<file path="config.mk">
export PLATFORM = sky130hd
export DESIGN_NAME = nanov_periph_ctrl
export DESIGN_NICKNAME = d
export VERILOG_FILES = /design/src/rtl/nanov_periph_pkg.sv /design/src/rtl/nanov_sync_fifo.sv /design/src/rtl/nanov_periph_ctrl.sv
export SDC_FILE = /design/constraint.sdc
export NUM_CORES = 1
export LEC_CHECK = 0
export ABC_AREA = 0
export CORE_MARGIN = 5
export CORE_UTILIZATION = 40
export CTS_CLUSTER_SIZE = 10
export DETAILED_ROUTE_END_ITERATION = 16
export DONT_BUFFER_PORTS = 1
export GPL_TIMING_DRIVEN = 0
export PLACE_DENSITY_LB_ADDON = 0.1
export REMOVE_ABC_BUFFERS = 1
export SYNTH_ARGS = -nofsm -noshare
export SYNTH_HDL_FRONTEND = slang
export SYNTH_SLANG_ARGS = --single-unit
</file>
<file path="constraint.sdc">
create_clock -name clk -period 1.4 [get_ports clk]
set_input_delay 0.14 -clock clk [delete_from_list [all_inputs] [get_ports clk]]
set_output_delay 0.14 -clock clk [all_outputs]
set_load 0.005 [all_outputs]
</file>
<file path="src/rtl/nanov_periph_pkg.sv">
// Shared types, register bit positions and default addresses for the nanoV peripheral controller.
package nanov_periph_pkg;

  // One-hot register select, registered from the address phase.
  typedef enum logic [4:0] {
    SelNone  = 5'b00001,
    SelGpio  = 5'b00010,
    SelUart  = 5'b00100,
    SelUstat = 5'b01000,
    SelTimer = 5'b10000
  } sel_e;

  typedef enum logic [1:0] {
    TxIdle,
    TxWaitBusy,
    TxWaitDone
  } tx_state_e;

  localparam int unsigned UstatFullBit    = 0;
  localparam int unsigned UstatRxValidBit = 1;
  localparam int unsigned UstatOvfBit     = 2;
  localparam int unsigned UstatTxIdleBit  = 3;

  localparam logic [31:0] GpioAddrDefault  = 32'h1000_0000;
  localparam logic [31:0] UartAddrDefault  = 32'h1000_1000;
  localparam logic [31:0] UstatAddrDefault = 32'h1000_1004;
  localparam logic [31:0] TimerAddrDefault = 32'h1000_2000;

  function automatic logic [7:0] bit_reverse8(input logic [7:0] v);
    logic [7:0] r;
    for (int i = 0; i < 8; i++) r[i] = v[7-i];
    return r;
  endfunction

  function automatic logic [31:0] bit_reverse32(input logic [31:0] v);
    logic [31:0] r;
    for (int i = 0; i < 32; i++) r[i] = v[31-i];
    return r;
  endfunction

endpackage

</file>
<file path="src/rtl/nanov_sync_fifo.sv">
// Small synchronous FIFO; a push into a full FIFO is accepted when a pop happens in the same cycle.
module nanov_sync_fifo #(
  parameter int unsigned WIDTH = 8,
  parameter int unsigned DEPTH = 4
) (
  input  logic             clk,
  input  logic             rst_n,
  input  logic             push_i,
  input  logic             pop_i,
  input  logic [WIDTH-1:0] wdata_i,
  output logic [WIDTH-1:0] rdata_o,
  output logic             full_o,
  output logic             empty_o
);

  localparam int unsigned PtrW = (DEPTH > 1) ? $clog2(DEPTH) : 1;
  localparam logic [PtrW:0] FullCount = (PtrW + 1)'(DEPTH);

  logic [WIDTH-1:0] mem_q [DEPTH];
  logic [PtrW-1:0]  wptr_q, wptr_d, rptr_q, rptr_d;
  logic [PtrW:0]    count_q, count_d;
  logic             push_ok, pop_ok;

  assign full_o  = (count_q == FullCount);
  assign empty_o = (count_q == '0);
  assign pop_ok  = pop_i && !empty_o;
  assign push_ok = push_i && (!full_o || pop_ok);
  assign rdata_o = mem_q[rptr_q];

  always_comb begin
    wptr_d  = push_ok ? wptr_q + 1'b1 : wptr_q;
    rptr_d  = pop_ok ? rptr_q + 1'b1 : rptr_q;
    count_d = count_q;
    case ({push_ok, pop_ok})
      2'b10:   count_d = count_q + 1'b1;
      2'b01:   count_d = count_q - 1'b1;
      default: count_d = count_q;
    endcase
  end

  always_ff @(posedge clk or negedge rst_n) begin
    if (!rst_n) begin
      wptr_q  <= '0;
      rptr_q  <= '0;
      count_q <= '0;
    end else begin
      wptr_q  <= wptr_d;
      rptr_q  <= rptr_d;
      count_q <= count_d;
    end
  end

  always_ff @(posedge clk) begin
    if (push_ok) mem_q[wptr_q] <= wdata_i;
  end

endmodule

</file>
<file path="src/rtl/nanov_periph_ctrl.sv">
// nanoV memory-mapped peripheral controller: address decode, read mux, GPIO, UART TX queue.
// Optional free-running timer register enabled by defining NANOV_PERIPH_TIMER_EN.
module nanov_periph_ctrl
  import nanov_periph_pkg::*;
#(
  parameter int unsigned TX_FIFO_DEPTH = 4,
  parameter logic [31:0] GPIO_ADDR     = GpioAddrDefault,
  parameter logic [31:0] UART_ADDR     = UartAddrDefault,
  parameter logic [31:0] USTAT_ADDR    = UstatAddrDefault,
  parameter logic [31:0] TIMER_ADDR    = TimerAddrDefault
) (
  input  logic        clk,
  input  logic        rst_n,
  input  logic        cpu_addr_valid_i,
  input  logic        cpu_data_valid_i,
  input  logic [31:0] cpu_data_out_i,
  output logic [31:0] cpu_data_in_o,
  input  logic [7:0]  gpio_in_i,
  output logic [7:0]  gpio_out_o,
  output logic        uart_tx_start_o,
  output logic [7:0]  uart_tx_data_o,
  input  logic        uart_tx_busy_i,
  input  logic [7:0]  uart_rx_data_i,
  input  logic        uart_rx_valid_i,
  output logic        uart_rx_read_o
);

  // Assert asynchronously, release on a clock edge.
  logic [1:0] rst_sync_q;
  logic       rst_sync_n;

  always_ff @(posedge clk or negedge rst_n) begin
    if (!rst_n) rst_sync_q <= '0;
    else        rst_sync_q <= {rst_sync_q[0], 1'b1};
  end
  assign rst_sync_n = rst_sync_q[1];

  sel_e       sel_q, sel_d;
  tx_state_e  tx_state_q, tx_state_d;
  logic       wait_cnt_q, wait_cnt_d;
  logic [7:0] gpio_out_q, gpio_out_d;
  logic       ovf_q, ovf_d;
  logic       rx_read_q;
  logic [7:0] store_byte;
  logic       wr_gpio, wr_uart, wr_ustat;
  logic       ovf_set, tx_idle;
  logic       fifo_pop, fifo_full, fifo_empty;
  logic [7:0] fifo_rdata;

  always_comb begin
    sel_d = sel_q;
    if (cpu_addr_valid_i) begin
      if (cpu_data_out_i == GPIO_ADDR)       sel_d = SelGpio;
      else if (cpu_data_out_i == UART_ADDR)  sel_d = UartSel();
      else if (cpu_data_out_i == USTAT_ADDR) sel_d = SelUstat;
      else if (cpu_data_out_i == TIMER_ADDR) begin
`ifdef NANOV_PERIPH_TIMER_EN
        sel_d = SelTimer;
`else
        sel_d = SelNone;
`endif
      end else sel_d = SelNone;
    end
  end

  function automatic sel_e UartSel();
    return SelUart;
  endfunction

  // Store data arrives bit-reversed; the low byte sits in the top bits of the bus.
  assign store_byte = bit_reverse8(cpu_data_out_i[31:24]);
  assign wr_gpio    = cpu_data_valid_i && (sel_q == SelGpio);
  assign wr_uart    = cpu_data_valid_i && (sel_q == SelUart);
  assign wr_ustat   = cpu_data_valid_i && (sel_q == SelUstat);

  assign gpio_out_d = wr_gpio ? store_byte : gpio_out_q;
  assign ovf_set    = wr_uart && fifo_full && !fifo_pop;
  assign ovf_d      = ovf_set | (ovf_q & ~(wr_ustat & store_byte[UstatOvfBit]));

  nanov_sync_fifo #(
    .WIDTH (8),
    .DEPTH (TX_FIFO_DEPTH)
  ) u_tx_fifo (
    .clk     (clk),
    .rst_n   (rst_sync_n),
    .push_i  (wr_uart),
    .pop_i   (fifo_pop),
    .wdata_i (store_byte),
    .rdata_o (fifo_rdata),
    .full_o  (fifo_full),
    .empty_o (fifo_empty)
  );

  // TX scheduler; WAIT_BUSY gives up after two cycles if the UART never raises busy.
  always_comb begin
    tx_state_d      = tx_state_q;
    wait_cnt_d      = 1'b0;
    uart_tx_start_o = 1'b0;
    fifo_pop        = 1'b0;
    unique case (tx_state_q)
      TxIdle: begin
        if (!fifo_empty && !uart_tx_busy_i) begin
          uart_tx_start_o = 1'b1;
          fifo_pop        = 1'b1;
          tx_state_d      = TxWaitBusy;
        end
      end
      TxWaitBusy: begin
        wait_cnt_d = 1'b1;
        if (uart_tx_busy_i || wait_cnt_q) tx_state_d = TxWaitDone;
      end
      TxWaitDone: begin
        if (!uart_tx_busy_i) tx_state_d = TxIdle;
      end
      default: tx_state_d = TxIdle;
    endcase
  end

  assign uart_tx_data_o = fifo_rdata;
  assign tx_idle        = fifo_empty && (tx_state_q == TxIdle) && !uart_tx_busy_i;
  assign gpio_out_o     = gpio_out_q;
  assign uart_rx_read_o = rx_read_q;

`ifdef NANOV_PERIPH_TIMER_EN
  logic [31:0] timer_q, timer_d;
  logic        wr_timer;

  assign wr_timer = cpu_data_valid_i && (sel_q == SelTimer);
  assign timer_d  = wr_timer ? bit_reverse32(cpu_data_out_i) : timer_q + 32'd1;

  always_ff @(posedge clk or negedge rst_sync_n) begin
    if (!rst_sync_n) timer_q <= '0;
    else             timer_q <= timer_d;
  end
`endif

  always_comb begin
    cpu_data_in_o = '0;
    unique case (sel_q)
      SelGpio: cpu_data_in_o[7:0] = gpio_in_i;
      SelUart: cpu_data_in_o[7:0] = uart_rx_data_i;
      SelUstat: begin
        cpu_data_in_o[UstatFullBit]    = fifo_full;
        cpu_data_in_o[UstatRxValidBit] = uart_rx_valid_i;
        cpu_data_in_o[UstatOvfBit]     = ovf_q;
        cpu_data_in_o[UstatTxIdleBit]  = tx_idle;
      end
`ifdef NANOV_PERIPH_TIMER_EN
      SelTimer: cpu_data_in_o = timer_q;
`endif
      default: cpu_data_in_o = '0;
    endcase
  end

  always_ff @(posedge clk or negedge rst_sync_n) begin
    if (!rst_sync_n) begin
      sel_q      <= SelNone;
      tx_state_q <= TxIdle;
      wait_cnt_q <= 1'b0;
      gpio_out_q <= '0;
      ovf_q      <= 1'b0;
      rx_read_q  <= 1'b0;
    end else begin
      sel_q      <= sel_d;
      tx_state_q <= tx_state_d;
      wait_cnt_q <= wait_cnt_d;
      gpio_out_q <= gpio_out_d;
      ovf_q      <= ovf_d;
      rx_read_q  <= wr_uart;
    end
  end

endmodule
</file>
[Word level (Yosys, flattened, before mapping)]
Memory sizes are Yosys's and may differ from the RTL's.
Index checks and enable logic that the tools add are counted.
Storage, ports and cells
  RAM bits: 32
  memories: 1
  logic and storage cells: 68
  flip-flop bits (word level): 27
  output and inout port bits: 50
Memory list
  u_tx_fifo.mem_q: depth 4, width 8, rd ports 1, clocked after memory_dff 0, wr ports 1, line nanov_sync_fifo.sv:19  | logic [WIDTH-1:0] mem_q [DEPTH];
Operators by class
  eq/ne operators: 14
  add/subtract/negate cells: 4
  reduce and logical (&&, ||, !) cells: 20
  multiplexer cells: 15
  bitwise operators: 4
Operators by type and width (number)
  $eq A32 B29 Y1 const B: 3
  $mux W4: 3
  $pmux W4 S3: 1
  $logic_and A1 B1 Y1: 10
  $pmux W4 S2: 1
  $mux W2: 3
  $ne A2 B2 Y1 const B: 3
  $pmux W2 S3: 1
  $pmux W3 S2: 1
  $eq A5 B2 Y1 const B: 1
  $eq A5 B3 Y1 const B: 1
  $eq A5 B4 Y1 const B: 1
  $mux W1: 5
  $add A2 B1 Y2 const B: 2
  $eq A2 B1 Y1 const B: 2
  $eq A2 B2 Y1 const B: 2
  $logic_not A1 Y1: 4
  $add A3 B1 Y3 const B: 1
  $eq A3 B3 Y1 const B: 1
  $logic_not A3 Y1: 1
  $reduce_and A3 Y1: 1
  $sub A3 B1 Y3 const B: 1
  $and A1 B1 Y1: 2
  $logic_not A2 Y1: 1
  other kinds (4): 5

[Logic depth before layout (Yosys ltp)]
Gate-level depths: netlist of run 1.
  depth after elaboration: 10
  depth in mapped cells: 9
  gate-level depth less buffers: 9

[By module]
A second synthesis of run 1 with hierarchy kept.
Second synthesis, totals
  cells, all modules: 200
  area total of the unflattened synthesis: 2791.4 um^2
Modules (own cells, without submodules)
  nanov_sync_fifo: cells each 96, seq. area each 1136.1 um^2, area an instance 1677.9 um^2, times used 1
  nanov_periph_ctrl: cells each 104, seq. area each 476.7 um^2, area an instance 1113.6 um^2, times used 1

[Worst setup path after synthesis of run 1]
No wires, ideal clock.
  path kind: register to register
  start point: reg u_tx_fifo.count_q[0]
  end point: reg u_tx_fifo.count_q[2]
  path slack: -710 ps
  cell stages (with the launch flop): 10
  arrival: 2031 ps
  library setup time: 79 ps
  clock period less this slack: 2110 ps
  cells stage by stage: dfrtp_1 > or3b_1 > o211a_4 > inv_1 > ha_1 > inv_1 > fa_1 > xor2_1 > nor2_1 > xor2_1
On the way
  longest elaborated chain between the ends: 10
  elaborated cells between the ends (all ways): 16
  classes of those cells: add/sub (2); eq/ne (3); mux (3); reduce/logical (8)
Ends and longest elaborated chain
  start: declaration: line nanov_sync_fifo.sv:21  | logic [PtrW:0] count_q, count_d;
  start signal: assignment: line nanov_sync_fifo.sv:49  | count_q <= count_d;
  $logic_not A3 Y1: line nanov_sync_fifo.sv:25  | assign empty_o = (count_q == '0);
  $logic_not A1 Y1: line nanov_sync_fifo.sv:26, nanov_periph_ctrl.sv:102
  $logic_and A1 B1 Y1: line nanov_periph_ctrl.sv:102  | if (!fifo_empty && !uart_tx_busy_i) begin
  $mux W1: line nanov_periph_ctrl.sv:102
  $mux W1: line nanov_periph_ctrl.sv:100  | unique case (tx_state_q)
  $logic_and A1 B1 Y1: line nanov_sync_fifo.sv:26  | assign pop_ok = pop_i && !empty_o;
  $logic_or A1 B1 Y1: line nanov_sync_fifo.sv:27  | assign push_ok = push_i && (!full_o || pop_ok);
  $logic_and A1 B1 Y1: line nanov_sync_fifo.sv:27
  $eq A2 B1 Y1 or $eq A2 B2 Y1 (tied branches): line nanov_sync_fifo.sv:34  | case ({push_ok, pop_ok})
  $pmux W3 S2 or $reduce_bool A2 Y1 (tied branches)
Several ways; a longest one is shown, not always the timed one.
A chain may end at the register's enable or synchronous reset.

[Worst setup path after layout of run 1]
Same ends and word-level chain as after synthesis.

==> results of run 1 <==
-- cells in the mapped netlist (2+ instances only) --
library cell	count	share of area
sky130_fd_sc_hd__o21ai_0	2	0.0037
sky130_fd_sc_hd__buf_4	24	0.067
sky130_fd_sc_hd__mux4_2	8	0.067
sky130_fd_sc_hd__edfxtp_1	32	0.36
sky130_fd_sc_hd__and2_1	5	0.012
sky130_fd_sc_hd__nand3_1	2	0.0037
sky130_fd_sc_hd__xnor2_1	2	0.0065
sky130_fd_sc_hd__inv_1	10	0.014
sky130_fd_sc_hd__nor3_1	2	0.0037
sky130_fd_sc_hd__a22o_1	5	0.016
sky130_fd_sc_hd__nor2_1	7	0.0097
sky130_fd_sc_hd__o41ai_1	2	0.0065
sky130_fd_sc_hd__nor4b_1	2	0.0065
sky130_fd_sc_hd__nor4_1	6	0.014
sky130_fd_sc_hd__ha_1	5	0.023
sky130_fd_sc_hd__nand4_1	2	0.0046
sky130_fd_sc_hd__a222oi_1	2	0.0074
sky130_fd_sc_hd__nor4b_4	2	0.018
sky130_fd_sc_hd__dfrtp_1	25	0.23
sky130_fd_sc_hd__mux2_2	9	0.038
sky130_fd_sc_hd__nand2_1	4	0.0056
sky130_fd_sc_hd__xor2_1	4	0.013
sky130_fd_sc_hd__conb_1	2	0.0028
-- sequential cells by signal (all words and copies together), names as in the netlist --
signal / flops
ovf_q: 1
u_tx_fifo.wptr_q: 2
u_tx_fifo.count_q: 3
gpio_out_o: 8
u_tx_fifo.mem_q: 32
tx_state_q: 2
uart_rx_read_o: 1
sel_q: 4
wait_cnt_q: 1
rst_sync_q: 2
u_tx_fifo.rptr_q: 2
-- worst max-delay path by stage --
stage,to,slack (ns),cells past startpoint
3_5_place_dp,u_tx_fifo.count_q[2],-0.94,9
3_3_place_gp,u_tx_fifo.count_q[2],-0.86,9
4_1_cts,u_tx_fifo.count_q[2],-0.67,9
2_1_floorplan,u_tx_fifo.count_q[2],-0.71,9
5_1_grt,u_tx_fifo.count_q[2],-0.71,9
6_report,u_tx_fifo.count_q[2],-0.65,9
-- layer usage --
metal  track usage  vias up  share of wire
li1              -      745              -
met1         0.181      830           0.39
met2         0.255       96           0.52
met3        0.0394       13          0.077
met4        0.0532        0          0.015
met5             0        -              0
-- logic make-up after synthesis --
logic type                 after synthesis
other                                    2
and+or+nand+nor                         41
xor gates and xnor gates                 6
muxes                                   18
adders and majority gates                6
AOI/OAI and AO/OA                       17
buffers and inverters                   36
DFF                                     58
-- layout make-up --
class                   instances  area share
clock buffers                  12      0.0448
clock inverters                 4      0.0282
inverters                      10      0.0108
multi-input cells             113       0.305
flip-flops and latches         58       0.468
well taps                      80      0.0289
repair buffers                 42       0.114
-- timing repair --
| item | in CTS | in global routing |
|---|---|---|
| setup endpoints to repair | 63 | 68 |
| setup buffers | 19 | 10 |
| resized for setup | 38 | 9 |
| hold buffers | 14 | 1 |
| hold endpoints to repair | 49 | 1 |
| pin swaps | 14 | 9 |
-- cells in the final DEF, fill, tap and decap left out, types with 3 or more instances in the layout --
| master | Yosys | routed |
|---|---|---|
| sky130_fd_sc_hd__bufinv_16 | 0 | 3 |
| sky130_fd_sc_hd__xor2_1 | 4 | 4 |
| sky130_fd_sc_hd__mux4_2 | 8 | 8 |
| sky130_fd_sc_hd__inv_1 | 10 | 8 |
| sky130_fd_sc_hd__buf_4 | 24 | 18 |
| sky130_fd_sc_hd__dlygate4sd3_1 | 0 | 15 |
| sky130_fd_sc_hd__nand2_1 | 4 | 3 |
| sky130_fd_sc_hd__conb_1 | 2 | 25 |
| sky130_fd_sc_hd__clkbuf_8 | 0 | 11 |
| sky130_fd_sc_hd__dfrtp_1 | 25 | 19 |
| sky130_fd_sc_hd__nor2_1 | 7 | 6 |
| sky130_fd_sc_hd__mux2_2 | 9 | 8 |
| sky130_fd_sc_hd__a22o_1 | 5 | 5 |
| sky130_fd_sc_hd__ha_1 | 5 | 4 |
| sky130_fd_sc_hd__buf_6 | 0 | 8 |
| sky130_fd_sc_hd__nor4b_4 | 2 | 3 |
| sky130_fd_sc_hd__edfxtp_1 | 32 | 32 |
| sky130_fd_sc_hd__nor4_1 | 6 | 6 |
| sky130_fd_sc_hd__dfrtp_2 | 0 | 5 |
| sky130_fd_sc_hd__and2_4 | 0 | 4 |
-- critical path, cell delays in order, from the launching register on --
cell	delay [ns]
sky130_fd_sc_hd__dfrtp_1	0.38
sky130_fd_sc_hd__or3b_4	0.40
sky130_fd_sc_hd__o211a_4	0.25
sky130_fd_sc_hd__inv_2	0.06
sky130_fd_sc_hd__ha_4	0.13
sky130_fd_sc_hd__inv_2	0.03
sky130_fd_sc_hd__fa_2	0.32
sky130_fd_sc_hd__xor2_1	0.14
sky130_fd_sc_hd__nor2_1	0.11
sky130_fd_sc_hd__xor2_1	0.15
-- power breakdown --
group	switching, uW	internal (uW)	total, uW
Combinational	566	783	1350
Sequential	179	1950	2130
Clock	639	1280	1920
-- per-stage QoR --
step	total power (uW)	utilization	TNS, ns	instance area (um^2)	setup WS, ns
6_report	5400	0.519	-18.67	3470	-0.646
3_3_place_gp	2900	0.404	-30.98	2700	-0.861
3_5_place_dp	2950	0.404	-33.04	2700	-0.937
2_1_floorplan	2730	-	-14.93	2600	-0.710
4_1_cts	5350	0.503	-13.50	3360	-0.674
5_1_grt	5670	0.519	-22.64	3470	-0.714
==> impl_results.html, run 1 <==
<table>
<tr><th>Metric</th><th>Value</th></tr>
<tr><th colspan="2">Floorplanning</th></tr>
<tr><td>Vert. Die Dim</td><td>between 90 and 100 um</td></tr>
<tr><td>Total core area</td><td>between 0.006 and 0.007 mm^2</td></tr>
<tr><td>Effective utilization at floorplan</td><td>0.404</td></tr>
<tr><td>FP Rows</td><td>30</td></tr>
<tr><td>Die extent in x</td><td>92.2 um</td></tr>
<tr><td>Top-level I/O count</td><td>around 100</td></tr>
<tr><td>Total Die Area</td><td>between 0.008 and 0.009 mm^2</td></tr>
<tr><th colspan="2">STA</th></tr>
<tr><td>Max Slew Vio Count</td><td>0</td></tr>
<tr><td>Final worst hold slack</td><td>0.0250 ns</td></tr>
<tr><td>Highest achievable clock rate</td><td>around 490 MHz</td></tr>
<tr><td>Count of endpoints failing setup in the final report</td><td>65</td></tr>
<tr><td>Setup slack of the critical path after layout</td><td>-0.646 ns</td></tr>
<tr><td>Worst slew slack as a fraction of its limit</td><td>0.615</td></tr>
<tr><td>Clock period minus worst slack</td><td>2.05 ns</td></tr>
<tr><td>Post-route clock period utilization</td><td>1.46</td></tr>
<tr><td>Setup repair after global routing missed its margin</td><td>true</td></tr>
<tr><td>Final clock skew</td><td>0.00596 ns</td></tr>
<tr><td>Final hold violation count</td><td>0</td></tr>
<tr><td>Worst Max-Slew Pin Slew</td><td>a little under 0.6 ns</td></tr>
<tr><th colspan="2">Synthesis</th></tr>
<tr><td>Post-synth EDFFs</td><td>32</td></tr>
<tr><td>Number of different library cells in the post-synthesis netlist</td><td>43</td></tr>
<tr><td>Post-synthesis adder-cell area fraction</td><td>0.0306</td></tr>
<tr><td>Number of register bits inferred by synthesis</td><td>slightly below 60</td></tr>
<tr><td>Synth Instances</td><td>around 180</td></tr>
<tr><td>Avg Inst Size Synth</td><td>about 15 um^2</td></tr>
<tr><td>Combinational family with the most area after synthesis</td><td>multiplexers</td></tr>
<tr><td>Post-synthesis xor/xnor area fraction</td><td>0.0195</td></tr>
<tr><td>Sequential fraction of the synthesis area</td><td>0.597</td></tr>
<tr><td>Number of warnings issued by yosys</td><td>0</td></tr>
<tr><td>Synth Area in Simple Gates</td><td>0.101</td></tr>
<tr><td>Share of the synthesized area in compound gates (AO/OA/AOI/OAI)</td><td>0.0570</td></tr>
<tr><td>Most frequently used flop master after synthesis</td><td>sky130_fd_sc_hd__edfxtp_1</td></tr>
<tr><td>Synth async-reset ratio</td><td>0.448</td></tr>
<tr><td>Multiplexer area fraction after synthesis</td><td>0.108</td></tr>
<tr><td>Post-synthesis instance area</td><td>0.00270 mm^2</td></tr>
<tr><th colspan="2">Worst setup path</th></tr>
<tr><td>Kind of start point of the critical path</td><td>flip-flop</td></tr>
<tr><td>Worst reg-to-reg path cell count</td><td>9</td></tr>
<tr><td>Worst-path maximum fanout</td><td>2</td></tr>
<tr><td>Nature of the critical path endpoint</td><td>flip-flop</td></tr>
<tr><td>Reg2reg end</td><td>u_tx_fifo.count_q[2]</td></tr>
<tr><td>WS Path Type</td><td>reg2reg</td></tr>
<tr><td>Worst setup startpoint</td><td>u_tx_fifo.count_q[0]</td></tr>
<tr><td>Endpoint arrival time on the critical path</td><td>approximately 2.3 ns</td></tr>
<tr><td>Slack of the worst reg-to-reg path</td><td>-0.65 ns</td></tr>
<tr><td>Reg2Reg Launch Point</td><td>u_tx_fifo.count_q[0]</td></tr>
<tr><td>Required time of the worst setup path</td><td>1.64 ns</td></tr>
<tr><th colspan="2">Placed design</th></tr>
<tr><td>Final Wtd Congestion</td><td>~0.74</td></tr>
<tr><td>Post-Place Cells</td><td>~260</td></tr>
<tr><td>Detail Placement HPWL</td><td>4070 um</td></tr>
<tr><td>Port bufs</td><td>0</td></tr>
<tr><th colspan="2">Drt</th></tr>
<tr><td>Final routed wire length divided by cell count</td><td>between 15 and 20 um</td></tr>
<tr><td>Detailed-routing iteration count for the pre-antenna-repair pass</td><td>4</td></tr>
<tr><td>Detailed Route Iter0 Violations</td><td>45</td></tr>
<tr><td>Vias</td><td>between 1,500 and 2,000</td></tr>
<tr><td>Number of nets still failing antenna checks after routing</td><td>0</td></tr>
<tr><td>Total Wirelength</td><td>about 6000 um</td></tr>
<tr><td>Total DRC errors in the routed layout</td><td>0</td></tr>
<tr><td>Via density</td><td>5.28</td></tr>
<tr><th colspan="2">CTS</th></tr>
<tr><td>Clock latency on the worst-skew pair</td><td>between 0.3 and 0.4 ns</td></tr>
<tr><td>CTS Root Buffer Type</td><td>sky130_fd_sc_hd__clkbuf_8</td></tr>
<tr><td>CTS clock-pin slew for the worst setup and hold paths</td><td>roughly 0.060 ns</td></tr>
<tr><td>Clock net sink count</td><td>between 50 and 60</td></tr>
<tr><td>Buffers from clock root to sink, at most</td><td>2</td></tr>
<tr><td>Number of buffers added by the clock tree synthesis step</td><td>9</td></tr>
<tr><td>Number of H-tree levels</td><td>3</td></tr>
<tr><td>TritonCTS clock tree</td><td>done</td></tr>
<tr><th colspan="2">Global route</th></tr>
<tr><td>Largest net degree at the start of global routing</td><td>25</td></tr>
<tr><td>Wire length of the first global-routing pass</td><td>9580 um</td></tr>
<tr><td>Number of global-route vias before repair</td><td>between 1,500 and 2,000</td></tr>
<tr><td>Total congestion overflow after global routing</td><td>0</td></tr>
<tr><td>Number of antenna violations at the first check in global routing</td><td>0</td></tr>
<tr><td>Overall routing resource usage</td><td>0.149</td></tr>
<tr><th colspan="2">Finish</th></tr>
<tr><td>Antenna diode count</td><td>0</td></tr>
<tr><td>Total number of nets in the final design</td><td>just under 300</td></tr>
<tr><td>Share of post-route cells with drive strength above 1</td><td>0.372</td></tr>
<tr><td>Seq. cell area</td><td>0.00162 mm^2</td></tr>
<tr><td>Combined area of the multi-input logic cells</td><td>0.00106 mm^2</td></tr>
<tr><td>Area added between synthesis and finish</td><td>28.3%</td></tr>
<tr><td>Filler Cell Count</td><td>roughly 580</td></tr>
<tr><td>Post-layout instance count excluding filler cells</td><td>approximately 320</td></tr>
<tr><th colspan="2">Power</th></tr>
<tr><td>Power per Cell Area</td><td>roughly 1600 mW/mm^2</td></tr>
<tr><td>Worst ir drop on vdd</td><td>~510 uV</td></tr>
<tr><td>LEAKAGE</td><td>approximately 0.0014 uW</td></tr>
<tr><th colspan="2">Min path</th></tr>
<tr><td>Type of the most critical hold path</td><td>in2reg</td></tr>
<tr><td>Number of cells traversed by the worst hold path</td><td>3</td></tr>
<tr><td>Hold Path End</td><td>sel_q[1]</td></tr>
<tr><td>Worst Hold Launch</td><td>cpu_data_out_i[12]</td></tr>
<tr><th colspan="2">Run status</th></tr>
<tr><td>Run status</td><td>finished, violations left</td></tr>
<tr><td>Violations in the final reports</td><td>negative setup slack</td></tr>
<tr><th colspan="2">Run</th></tr>
<tr><td>Maxcap violations</td><td>0</td></tr>
</table>
(Power assumes the default switching activity.)
==> run 2, diff against run 1 <==
- SKIP_CTS_REPAIR_TIMING: not set -> 1
==> run 2 against run 1 <==
The run still ends with negative setup slack left. Non-clock buffer count decreased by 6. Utilization decreased by 1.1 points. Clock skew hardly changed. Sequential share of layout area up 0.91 points.
==> impl_results.html, run 2 (same netlist as run 1, synthesis figures left out) <==
<table>
<tr><th>Metric</th><th>Value</th></tr>
<tr><th colspan="2">Drt</th></tr>
<tr><td>Total Wirelength</td><td>6110 um (was 6180 um)</td></tr>
<tr><td>Detailed Route Iter0 Violations</td><td>42 (was 45)</td></tr>
<tr><td>Via density</td><td>5.31 (was 5.28)</td></tr>
<tr><td>Total DRC errors in the routed layout</td><td>0 (unchanged)</td></tr>
<tr><td>Final routed wire length divided by cell count</td><td>19.5 um (was 19.4 um)</td></tr>
<tr><td>Number of nets still failing antenna checks after routing</td><td>0 (unchanged)</td></tr>
<tr><td>Vias</td><td>1,662 (was 1,684)</td></tr>
<tr><td>Detailed-routing iteration count for the pre-antenna-repair pass</td><td>4 (unchanged)</td></tr>
<tr><th colspan="2">Global route</th></tr>
<tr><td>Largest net degree at the start of global routing</td><td>25 (unchanged)</td></tr>
<tr><td>Wire length of the first global-routing pass</td><td>8650 um (was 9580 um)</td></tr>
<tr><td>Overall routing resource usage</td><td>0.134 (was 0.149)</td></tr>
<tr><td>Number of antenna violations at the first check in global routing</td><td>0 (unchanged)</td></tr>
<tr><td>Number of global-route vias before repair</td><td>1,678 (was 1,858)</td></tr>
<tr><td>Total congestion overflow after global routing</td><td>0 (unchanged)</td></tr>
<tr><th colspan="2">CTS</th></tr>
<tr><td>Clock net sink count</td><td>58 (unchanged)</td></tr>
<tr><td>Number of H-tree levels</td><td>3 (unchanged)</td></tr>
<tr><td>Buffers from clock root to sink, at most</td><td>2 (unchanged)</td></tr>
<tr><td>TritonCTS clock tree</td><td>done (unchanged)</td></tr>
<tr><td>CTS Root Buffer Type</td><td>sky130_fd_sc_hd__clkbuf_8 (unchanged)</td></tr>
<tr><td>Number of buffers added by the clock tree synthesis step</td><td>9 (unchanged)</td></tr>
<tr><td>CTS clock-pin slew for the worst setup and hold paths</td><td>0.06 ns (about the same)</td></tr>
<tr><td>Clock latency on the worst-skew pair</td><td>0.32 ns (about the same)</td></tr>
<tr><th colspan="2">STA</th></tr>
<tr><td>Highest achievable clock rate</td><td>471 MHz (was 489 MHz)</td></tr>
<tr><td>Max Slew Vio Count</td><td>0 (unchanged)</td></tr>
<tr><td>Sum Neg Setup Slack</td><td>-22.18 ns (was -18.67 ns)</td></tr>
<tr><td>Final clock skew</td><td>0.00645 ns (was 0.00596 ns)</td></tr>
<tr><td>Setup slack of the critical path after layout</td><td>-0.725 ns (was -0.646 ns)</td></tr>
<tr><td>Worst slew slack as a fraction of its limit</td><td>0.622 (was 0.615)</td></tr>
<tr><td>Clock period minus worst slack</td><td>2.13 ns (was 2.05 ns)</td></tr>
<tr><td>Final hold violation count</td><td>0 (unchanged)</td></tr>
<tr><td>Setup repair after global routing missed its margin</td><td>true (unchanged)</td></tr>
<tr><td>Final worst hold slack</td><td>0.00400 ns (was 0.0250 ns)</td></tr>
<tr><td>Worst Max-Slew Pin Slew</td><td>0.566 ns (was 0.578 ns)</td></tr>
<tr><td>Post-route clock period utilization</td><td>1.52 (was 1.46)</td></tr>
<tr><td>Count of endpoints failing setup in the final report</td><td>62 (was 65)</td></tr>
<tr><th colspan="2">Finish</th></tr>
<tr><td>Flip-flop count of the largest register, all copies and words added</td><td>32 (unchanged)</td></tr>
<tr><td>Register name with the most flops</td><td>u_tx_fifo.mem_q (unchanged)</td></tr>
<tr><td>Filler Cell Count</td><td>590 (was 578)</td></tr>
<tr><td>Share of post-route cells with drive strength above 1</td><td>0.343 (was 0.372)</td></tr>
<tr><td>Total number of nets in the final design</td><td>288 (was 294)</td></tr>
<tr><td>Cell area after layout</td><td>0.00339 mm^2 (was 0.00347 mm^2)</td></tr>
<tr><td>Antenna diode count</td><td>0 (unchanged)</td></tr>
<tr><td>Area added between synthesis and finish</td><td>25.7% (was 28.3%)</td></tr>
<tr><td>Most frequent standard cell in the layout excluding fill and tap cells</td><td>sky130_fd_sc_hd__edfxtp_1 (unchanged)</td></tr>
<tr><td>Commonest non-fill, non-tap cells in the layout</td><td>sky130_fd_sc_hd__edfxtp_1, sky130_fd_sc_hd__conb_1, sky130_fd_sc_hd__dfrtp_1 (unchanged)</td></tr>
<tr><th colspan="2">Worst setup path</th></tr>
<tr><td>WS Path Type</td><td>reg2reg (unchanged)</td></tr>
<tr><td>Slowest stage cell, crit path</td><td>sky130_fd_sc_hd__dfrtp_1 (was sky130_fd_sc_hd__or3b_4)</td></tr>
<tr><td>Nature of the critical path endpoint</td><td>flip-flop (unchanged)</td></tr>
<tr><td>Cell class contributing the biggest share of worst-path delay</td><td>simple AND/OR/NAND/NOR gates (unchanged)</td></tr>
<tr><td>Worst path bufs/invs</td><td>2 (unchanged)</td></tr>
<tr><td>Endpoint arrival time on the critical path</td><td>2.37 ns (was 2.29 ns)</td></tr>
<tr><td>Required time of the worst setup path</td><td>1.64 ns (about the same)</td></tr>
<tr><td>Worst path cell trace</td><td>or3b_4 -&gt; o211a_4 -&gt; inv_2 -&gt; ha_4 -&gt; inv_2 -&gt; fa_2 -&gt; xor2_1 -&gt; nor2_1 -&gt; xor2_1 (unchanged)</td></tr>
<tr><td>Largest stage delay on the critical path</td><td>0.40 ns (about the same)</td></tr>
<tr><td>Kind of start point of the critical path</td><td>flip-flop (unchanged)</td></tr>
<tr><td>Worst-path maximum fanout</td><td>3 (was 2)</td></tr>
<tr><th colspan="2">Floorplanning</th></tr>
<tr><td>Vert. Die Dim</td><td>92.2 um (unchanged)</td></tr>
<tr><td>Effective utilization at floorplan</td><td>0.404 (unchanged)</td></tr>
<tr><td>FP Rows</td><td>30 (unchanged)</td></tr>
<tr><td>Top-level I/O count</td><td>104 (unchanged)</td></tr>
<tr><td>Total Die Area</td><td>0.00850 mm^2 (unchanged)</td></tr>
<tr><td>Total core area</td><td>0.00668 mm^2 (unchanged)</td></tr>
<tr><td>Die extent in x</td><td>92.2 um (unchanged)</td></tr>
<tr><th colspan="2">Power</th></tr>
<tr><td>Int Power</td><td>3960 uW (was 4010 uW)</td></tr>
<tr><td>Switching power</td><td>1370 uW (was 1380 uW)</td></tr>
<tr><td>Clock group share of total power</td><td>0.359 (was 0.356)</td></tr>
<tr><td>Worst ir drop on vdd</td><td>456 uV (was 514 uV)</td></tr>
<tr><td>Overall power of the completed layout</td><td>5330 uW (was 5400 uW)</td></tr>
<tr><td>Net switching share of the total power</td><td>0.256 (about the same)</td></tr>
<tr><td>Comb power frac</td><td>0.244 (was 0.250)</td></tr>
<tr><td>LEAKAGE</td><td>0.00136 uW (was 0.00139 uW)</td></tr>
<tr><td>Power per Cell Area</td><td>1570 mW/mm^2 (was 1560 mW/mm^2)</td></tr>
<tr><td>Power share of the sequential group</td><td>0.396 (was 0.394)</td></tr>
<tr><th colspan="2">Run</th></tr>
<tr><td>Maxcap violations</td><td>0 (unchanged)</td></tr>
<tr><th colspan="2">Min path</th></tr>
<tr><td>Type of the most critical hold path</td><td>in2reg (unchanged)</td></tr>
<tr><th colspan="2">Placed design</th></tr>
<tr><td>Port bufs</td><td>0 (unchanged)</td></tr>
<tr><td>Pre-CTS WS</td><td>-0.937 ns (unchanged)</td></tr>
<tr><td>Detail Placement HPWL</td><td>4070 um (unchanged)</td></tr>
<tr><td>Final Wtd Congestion</td><td>0.736 (unchanged)</td></tr>
<tr><td>Cell area reported after detailed placement</td><td>0.00270 mm^2 (unchanged)</td></tr>
<tr><th colspan="2">Run status</th></tr>
<tr><td>Violations in the final reports</td><td>negative setup slack (unchanged)</td></tr>
<tr><td>Run status</td><td>finished, violations left (unchanged)</td></tr>
</table>
==> run 2: changes by cell type in the layout (fill, tap and decap cells not counted), sizes merged <==
cell         change
buf              -5
dlygate4sd3      -1
==> run 2: cell type report <==
cell class,count,area [um^2],area share
multi-input cells,113,1040,0.307
clock inverters,4,97.6,0.0288
inverters,10,37.5,0.0111
flip-flops and latches,58,1620,0.477
well taps,80,100,0.0295
clock buffers,12,155,0.0457
repair buffers,36,343,0.101
==> run 2: stage by stage <==
stage                      util  instances
final                     0.508        313
after detailed placement  0.404        261
after floorplan               -        181
after CTS                 0.442        277
after global routing      0.508        313
after global placement    0.404        261
==> run 2: routing by layer <==
layer | vias to the layer above | share of wire | global-route usage
li1 | 732 | - | -
met1 | 827 | 0.39 | 0.159
met2 | 91 | 0.51 | 0.229
met3 | 12 | 0.078 | 0.0410
met4 | 0 | 0.013 | 0.0495
met5 | - | 0 | 0
==> run 2: worst paths after layout <==
path | cells after the start | start | slack [ns] | endpoint
worst max-delay path | 9 | u_tx_fifo.count_q[1] | -0.73 | u_tx_fifo.count_q[2]
worst min-delay path | 2 | cpu_addr_valid_i | 0.004 | sel_q[1]
worst max register to register | 9 | u_tx_fifo.count_q[1] | -0.73 | u_tx_fifo.count_q[2]
worst min register to register | 0 | rst_sync_q[1] | 0.26 | gpio_out_o[7]
max in group asynchronous | 0 | rst_sync_q[1] | 0.70 | u_tx_fifo.rptr_q[0]
min in group asynchronous | 1 | rst_n | 0.04 | rst_sync_q[0]
==> run 2: power groups by stage <==
stage	clock network, uW	logic (uW)	registers (uW)
2_1_floorplan	0	598	2140
3_3_place_gp	0	678	2220
3_5_place_dp	0	713	2230
4_1_cts	1950	716	2200
5_1_grt	2060	1420	2130
6_report	1920	1300	2110
